==> src/rtl/imem_boot_loader.sv <==
// Boot loader: receives a counted, checksummed byte image, writes it into
// instruction memory, then releases the CPU reset after a hold delay.
module imem_boot_loader #(
  parameter int DEPTH    = 64,
  parameter int ADDR_W   = 6,
  parameter int RST_HOLD = 2
) (
  input  logic              clk,
  input  logic              rst_,
  input  logic              rx_valid,
  input  logic [7:0]        rx_data,
  output logic              rx_ready,
  output logic              imem_we,
  output logic [ADDR_W-1:0] imem_addr,
  output logic [31:0]       imem_wdata,
  output logic              cpu_rst_,
  output logic              done,
  output logic              err
);

  typedef enum logic [2:0] {
    S_HDR, S_LOAD, S_CHK, S_HOLD, S_RUN, S_ERR
  } state_e;

  localparam logic [8:0]  DEPTH_V   = 9'(DEPTH);
  localparam logic [15:0] HOLD_LAST = 16'(RST_HOLD - 1);

  state_e            state_q, state_d;
  logic              init_q;
  logic [7:0]        n_q, n_d;
  logic [1:0]        bcnt_q, bcnt_d;
  logic [7:0]        wcnt_q, wcnt_d;
  logic [23:0]       asm_q, asm_d;
  logic [7:0]        xor_q, xor_d;
  logic [15:0]       hold_q, hold_d;
  logic              we_q, we_d;
  logic [ADDR_W-1:0] addr_q, addr_d;
  logic [31:0]       wdata_q, wdata_d;
  logic              xfer;

  // rx_ready stays low until the first edge after reset release
  assign rx_ready = init_q &&
    (state_q == S_HDR || state_q == S_LOAD || state_q == S_CHK);
  assign xfer       = rx_valid && rx_ready;
  assign imem_we    = we_q;
  assign imem_addr  = addr_q;
  assign imem_wdata = wdata_q;
  assign cpu_rst_   = (state_q == S_RUN);
  assign done       = (state_q == S_RUN);
  assign err        = (state_q == S_ERR);

  always_ff @(posedge clk or negedge rst_) begin
    if (!rst_) begin
      state_q <= S_HDR;
      init_q  <= 1'b0;
      n_q     <= '0;
      bcnt_q  <= '0;
      wcnt_q  <= '0;
      asm_q   <= '0;
      xor_q   <= '0;
      hold_q  <= '0;
      we_q    <= 1'b0;
      addr_q  <= '0;
      wdata_q <= '0;
    end else begin
      state_q <= state_d;
      init_q  <= 1'b1;
      n_q     <= n_d;
      bcnt_q  <= bcnt_d;
      wcnt_q  <= wcnt_d;
      asm_q   <= asm_d;
      xor_q   <= xor_d;
      hold_q  <= hold_d;
      we_q    <= we_d;
      addr_q  <= addr_d;
      wdata_q <= wdata_d;
    end
  end

  always_comb begin
    state_d = state_q;
    n_d     = n_q;
    bcnt_d  = bcnt_q;
    wcnt_d  = wcnt_q;
    asm_d   = asm_q;
    xor_d   = xor_q;
    hold_d  = hold_q;
    we_d    = 1'b0;
    addr_d  = addr_q;
    wdata_d = wdata_q;
    case (state_q)
      S_HDR: begin
        if (xfer) begin
          n_d = rx_data;
          if (rx_data == 8'd0 || {1'b0, rx_data} > DEPTH_V) begin
            state_d = S_ERR;
          end else begin
            bcnt_d  = '0;
            wcnt_d  = '0;
            xor_d   = '0;
            state_d = S_LOAD;
          end
        end
      end
      S_LOAD: begin
        if (xfer) begin
          asm_d  = {asm_q[15:0], rx_data};
          xor_d  = xor_q ^ rx_data;
          bcnt_d = bcnt_q + 2'd1;
          if (bcnt_q == 2'd3) begin
            we_d    = 1'b1;
            addr_d  = wcnt_q[ADDR_W-1:0];
            wdata_d = {asm_q, rx_data};
            wcnt_d  = wcnt_q + 8'd1;
            if (wcnt_q == n_q - 8'd1) state_d = S_CHK;
          end
        end
      end
      S_CHK: begin
        if (xfer) begin
          hold_d  = '0;
          state_d = (rx_data == xor_q) ? S_HOLD : S_ERR;
        end
      end
      S_HOLD: begin
        hold_d = hold_q + 16'd1;
        if (hold_q == HOLD_LAST) state_d = S_RUN;
      end
      default: ;
    endcase
  end

endmodule
==> config.mk <==
export PLATFORM = sky130hd
export DESIGN_NAME = imem_boot_loader
export DESIGN_NICKNAME = d
export VERILOG_FILES = /design/src/rtl/imem_boot_loader.sv
export SDC_FILE = /design/constraint.sdc
export NUM_CORES = 1
export LEC_CHECK = 0
export ABC_AREA = 1
export BUFFER_PORTS_ARGS = -buffer_cell sky130_fd_sc_hd__buf_2
export CORE_MARGIN = 2
export CORE_UTILIZATION = 44
export CTS_BUF_LIST = sky130_fd_sc_hd__clkbuf_2 sky130_fd_sc_hd__clkbuf_4 sky130_fd_sc_hd__clkbuf_8
export CTS_CLUSTER_SIZE = 40
export DETAILED_ROUTE_END_ITERATION = 8
export GPL_TIMING_DRIVEN = 0
export SYNTH_ARGS = -nofsm -noshare
export SYNTH_HDL_FRONTEND = slang
export SYNTH_SLANG_ARGS = --single-unit
==> constraint.sdc <==
create_clock -name clk -period 1.6 [get_ports clk]
set_input_delay 0.24 -clock clk [delete_from_list [all_inputs] [get_ports clk]]
set_output_delay 0.24 -clock clk [all_outputs]
set_load 0.005 [all_outputs]
# == Yosys cells after proc, flatten, opt, wreduce, memory -nomap -nowiden ==
# Cells that the tools add are included.
# op_classes
eq_ne,16
n_reduce_logical,17
order_cmp,1
multipliers,0
n_mux,25
shifts,0
div_mod_pow,0
bitwise_logic,1
addsub,4
# op_table
op,n
8-bit 2-to-1 mux,5
16-bit one-hot mux with 2 select lines,1
8-bit one-hot mux with 2 select lines,2
3-bit 2-to-1 mux,8
16-bit by 1-bit adder with 16-bit output (second input constant),1
16-bit by 1-bit equality test with 1-bit output (second input constant),1
8-bit equality test,2
16-bit 2-to-1 mux,1
3-bit one-hot mux with 4 select lines,1
2-bit inequality test (second input constant),5
8-bit by 1-bit adder with 8-bit output (second input constant),1
8-bit by 7-bit > comparator with 1-bit output (second input constant),1
8-bit zero test,1
8-bit by 1-bit subtractor with 8-bit output (second input constant),1
8-bit bitwise XOR,1
7-bit AND reduction,1
3-bit by 2-bit equality test with 1-bit output (second input constant),2
3-bit equality test (second input constant),2
2-bit 2-to-1 mux,3
2-bit AND reduction,3
5-bit AND reduction,1
2-bit by 1-bit inequality test with 1-bit output (second input constant),2
2-bit one-hot mux with 2 select lines,1
4-bit AND reduction,1
10 further kinds,16
# word_totals
memories,0
latch_bits,0
rom_bits,0
ram_bits,0
register_bits,109
output_inout_bits,43

# == Depth between registers and ports, before layout ==
# depth
word_depth,7
depth_mapped,14
mapped_depth_nobuf,14

# == Worst setup path before layout ==
# OpenSTA, ideal clock, no wires.
# synth_timing
path_kind,reg2reg
from,reg hold_q[0]
to,reg hold_q[12]
synth_period_minus_slack_ns,1.609
path_stages_with_launch,11
setup_slack_ns,-0.009
t_arrival_ns,1.487
required_ns,1.478
path_buffers,0
cell_sequence,dfrtp_1 > ha_1 > nand3_1 > nor2_1 > nand2_1 > nor2_2 > nand2_1 > nor3_1 > nand3_1 > nand3_1 > o21ai_1
# synth_via
elab_chain_len,2
# synth_rtl
element,line_no,source
"start, declared",35,"logic [15:0] hold_q, hold_d;"
"start signal, assigned",73,hold_q <= hold_d;
16-bit by 1-bit adder with 16-bit output,126,hold_d = hold_q + 16'd1;
16-bit one-hot mux with 2 select lines,91,case (state_q)
# Every way passes these cells.
# A chain may end at the register's enable or synchronous reset.

# == Worst setup path after layout ==
# layout_timing
from,reg state_q[2]
to,reg wcnt_q[0]
# layout_via
elab_chain_len,7
# layout_rtl
element,line_no,source
"start, declared",28,"state_e state_q, state_d;"
"start signal, assigned",66,state_q <= state_d;
3-bit by 1-bit equality test with 1-bit output / 3-bit zero test (equally long branches),"43, 91",
1-bit logical OR (2 in series),43,(state_q == S_HDR || state_q == S_LOAD || state_q == S_CHK);
1-bit logical AND,42,assign rx_ready = init_q &&
1-bit logical AND,44,assign xfer = rx_valid && rx_ready;
2-bit inequality test (no source line),--,
5-bit AND reduction (no source line),--,
"end signal, assigned",70,wcnt_q <= wcnt_d;
"end, declared",32,"logic [7:0] wcnt_q, wcnt_d;"
# Parallel ways exist; a longest one is shown, timed or not.

==> impl_metrics.py <==
metrics = {
    "layout": {
        "final_common_cell": "nand2_1",
        "diodes": 0,
        "final_cells": 874,
        "nNetsFinal": 742,
        "drive_gt1_frac": 0.425,
        "final_cell_mix": "nand2_1 (122), dfrtp_1 (107), inv_1 (63), o21ai_2 (54), buf_2 (52)",
        "area_growth_pct": 39.8,
    },
    "hold_path": {
        "hold_path.class": "in -> reg",
    },
    "timing": {
        "clock_skew_ps": 12.7,
        "hold_ws_ps": 142,
        "rsz0062_at_grt": "yes",
        "worst_slack_ps": -134,
        "finalHoldViolCount": 0,
        "fmax_ghz": 0.577,
        "min_period_ps": 1730,
        "setup_viol_count_final": 84,
        "slew_viol_final": 0,
        "worst_pin_slew_ps": 693,
        "maxSlewHeadroom": 0.538,
        "finalCritPeriodShare": 1.08,
    },
    "routing": {
        "detail-route-antenna-nets": 0,
        "drtIter0Drc": 276,
        "routed_wl_microns": 13500,
        "remaining_drc_errors": 7,
        "viasPerCell": 5.08,
        "drtPass1Iterations": 6,
        "wl_per_cell_microns": 15.5,
        "vias": 4441,
    },
    "yosys": {
        "mappedNetlistArea_sq_um": 5220,
        "syn_inst": 605,
        "synth_top_area_frac": 0.522,
        "ys_seq_area_frac": 0.522,
        "synth-seq-cells": 109,
        "syn_nets": 621,
        "yosysTopAreaCell": "dfrtp_1",
        "synth_area_leaders": "dfrtp_1 (52%), nand2_1 (13%), o21ai_2 (5.4%), inv_1 (4.9%), o21ai_0 (4.5%)",
        "ys_types": 34,
        "avgSynthCellArea_sq_um": 8.63,
        "ys_warn_count": 0,
    },
    "die": {
        "coreArea_sq_um": 11500,
        "num_rows": 39,
        "io_pins": 54,
        "die_y_microns": 113,
        "initial_core_util": 0.453,
        "die-area_sq_um": 12800,
        "die_x_microns": 113,
    },
    "clocking": {
        "htreeDepth": 3,
        "clk_path_buf_depth": 2,
        "cts.sinks": 109,
        "cts_tree": "built",
        "clk_latency_ps": 400,
        "clockRootBuffer": "clkbuf_8",
        "clk_pin_slew_ps": 110,
        "numCtsBuffers": 9,
    },
    "global_route": {
        "grt_usage": 0.202,
        "grt_max_degree": 60,
        "first_global_vias": 4162,
        "grt_pass1_wl_microns": 20300,
        "overflow": 0,
        "antenna_found_initial": 0,
    },
    "job": {
        "maxCapViolations": 0,
    },
    "power_and_ir_drop": {
        "ir_drop_mv": 0.423,
        "pwr_density_cell_nw_per_um2": 661,
        "p_leak_nw": 3.66,
        "power_mw": 4.82,
    },
    "setup_path": {
        "path_class": "reg -> reg",
        "endpoint_kind": "flip-flop",
        "cp_max_fo": 7,
        "crit_required_ps": 1930,
        "startpoint_type": "flip-flop",
        "crit_arrival_ps": 2060,
    },
    "place": {
        "hpwlAfterDp_microns": 7980,
        "dp.cells": 802,
        "numPortBuffers": 53,
        "place.gp.congestion": 0.836,
    },
    "run_status": {
        "outcome": "finished, violations left",
        "violations": "design-rule violations, negative setup slack",
    },
}
cell type report:
| cell class | count | area [sq um] |
|---|---|---|
| Timing Repair Buffer | 108 | 990 |
| Multi-Input combinational cell | 408 | 2650 |
| Buffer | 15 | 214 |
| Fill cell | 935 | 4220 |
| Sequential cell | 109 | 2730 |
| Inverter | 74 | 298 |
| Timing Repair inverter | 1 | 8.76 |
| Clock buffer | 10 | 138 |
| Clock inverter | 6 | 91.3 |
| Tap cell | 143 | 179 |
cells by family after synthesis:
| family | synth area share |
|---|---|
| flops | 0.522 |
| xor+xnor | 0.0235 |
| simple gates | 0.232 |
| compound gates | 0.128 |
| fa+ha+maj | 0.0120 |
| buf+inv | 0.0817 |
| other cells | 0.000718 |
final timing paths:
check,endpoint,slack (ps),from,depth (start not counted)
max,wcnt_q[0],-130,state_q[2],10
min,n_q[0],140,rx_data[0],3
max reg2reg,wcnt_q[0],-130,state_q[2],10
min reg2reg,imem_wdata[29],490,imem_wdata[29],2
max in group asynchronous,state_q[0],420,rst_,3
min in group asynchronous,imem_wdata[17],430,rst_,2
power by group:
| group | total [mW] | switching [mW] | internal (mW) | leakage (nW) |
|---|---|---|---|---|
| sequential | 2.75 | 0.000316 | 2.75 | 1.27 |
| combinational | 0.129 | 0.102 | 0.0274 | 2.27 |
| clock | 1.94 | 1.00 | 0.937 | 0.117 |
cells in the mapped netlist, drive strengths merged:
cell / count
o32ai: 2
xnor2: 6
o21ai: 86
clkbuf: 2
or2: 3
inv: 74
conb: 1
nor2: 39
buf: 16
o22ai: 5
ha: 5
nand4: 5
dfrtp: 109
nand2: 184
nand3b: 1
xor2: 8
nand3: 35
nor4: 3
nor3: 8
a21oi: 13
flip-flops by register name, indices dropped and copies added, names as in the netlist:
signal	flops
asm_q	24
bcnt_q	2
hold_q	16
imem_addr	6
imem_wdata	32
imem_we	1
init_q	1
n_q	8
state_q	3
wcnt_q	8
xor_q	8
critical path, cell delays in order, from the launching register on:
cell	delay (ps)
dfrtp_1	390
buf_6	150
nor2_4	120
inv_4	60
nor2_8	130
inv_6	70
nor2_8	190
buf_6	140
nand2_8	110
clkbuf_16	200
o21ai_2	120
routing by layer:
metal | GRT usage | share of wire
met4 | 0.0862 | 0.019
met5 | 0 | 0
met3 | 0.0332 | 0.036
met2 | 0.313 | 0.49
met1 | 0.284 | 0.45
repair_timing:
item	CTS	global route
cloned	4	13
pin swaps	16	31
endpoints found under the setup margin	108	111
resized for setup	48	205
hold endpoints to repair	50	0
setup buffers	24	19
hold buffers	1	0
stage by stage:
step | util | area, sq um | TNS (ps) | setup WS, ps
5_1_grt | 0.634 | 7300 | -12940 | -216
3_3_place_gp | 0.492 | 5670 | -117600 | -1030
4_1_cts | 0.554 | 6380 | -1930 | -79.6
3_5_place_dp | 0.495 | 5700 | -8340 | -253
2_1_floorplan | - | 5220 | 0 | 16.4
6_report | 0.634 | 7300 | -5360 | -134
(Power assumes the default switching activity.)
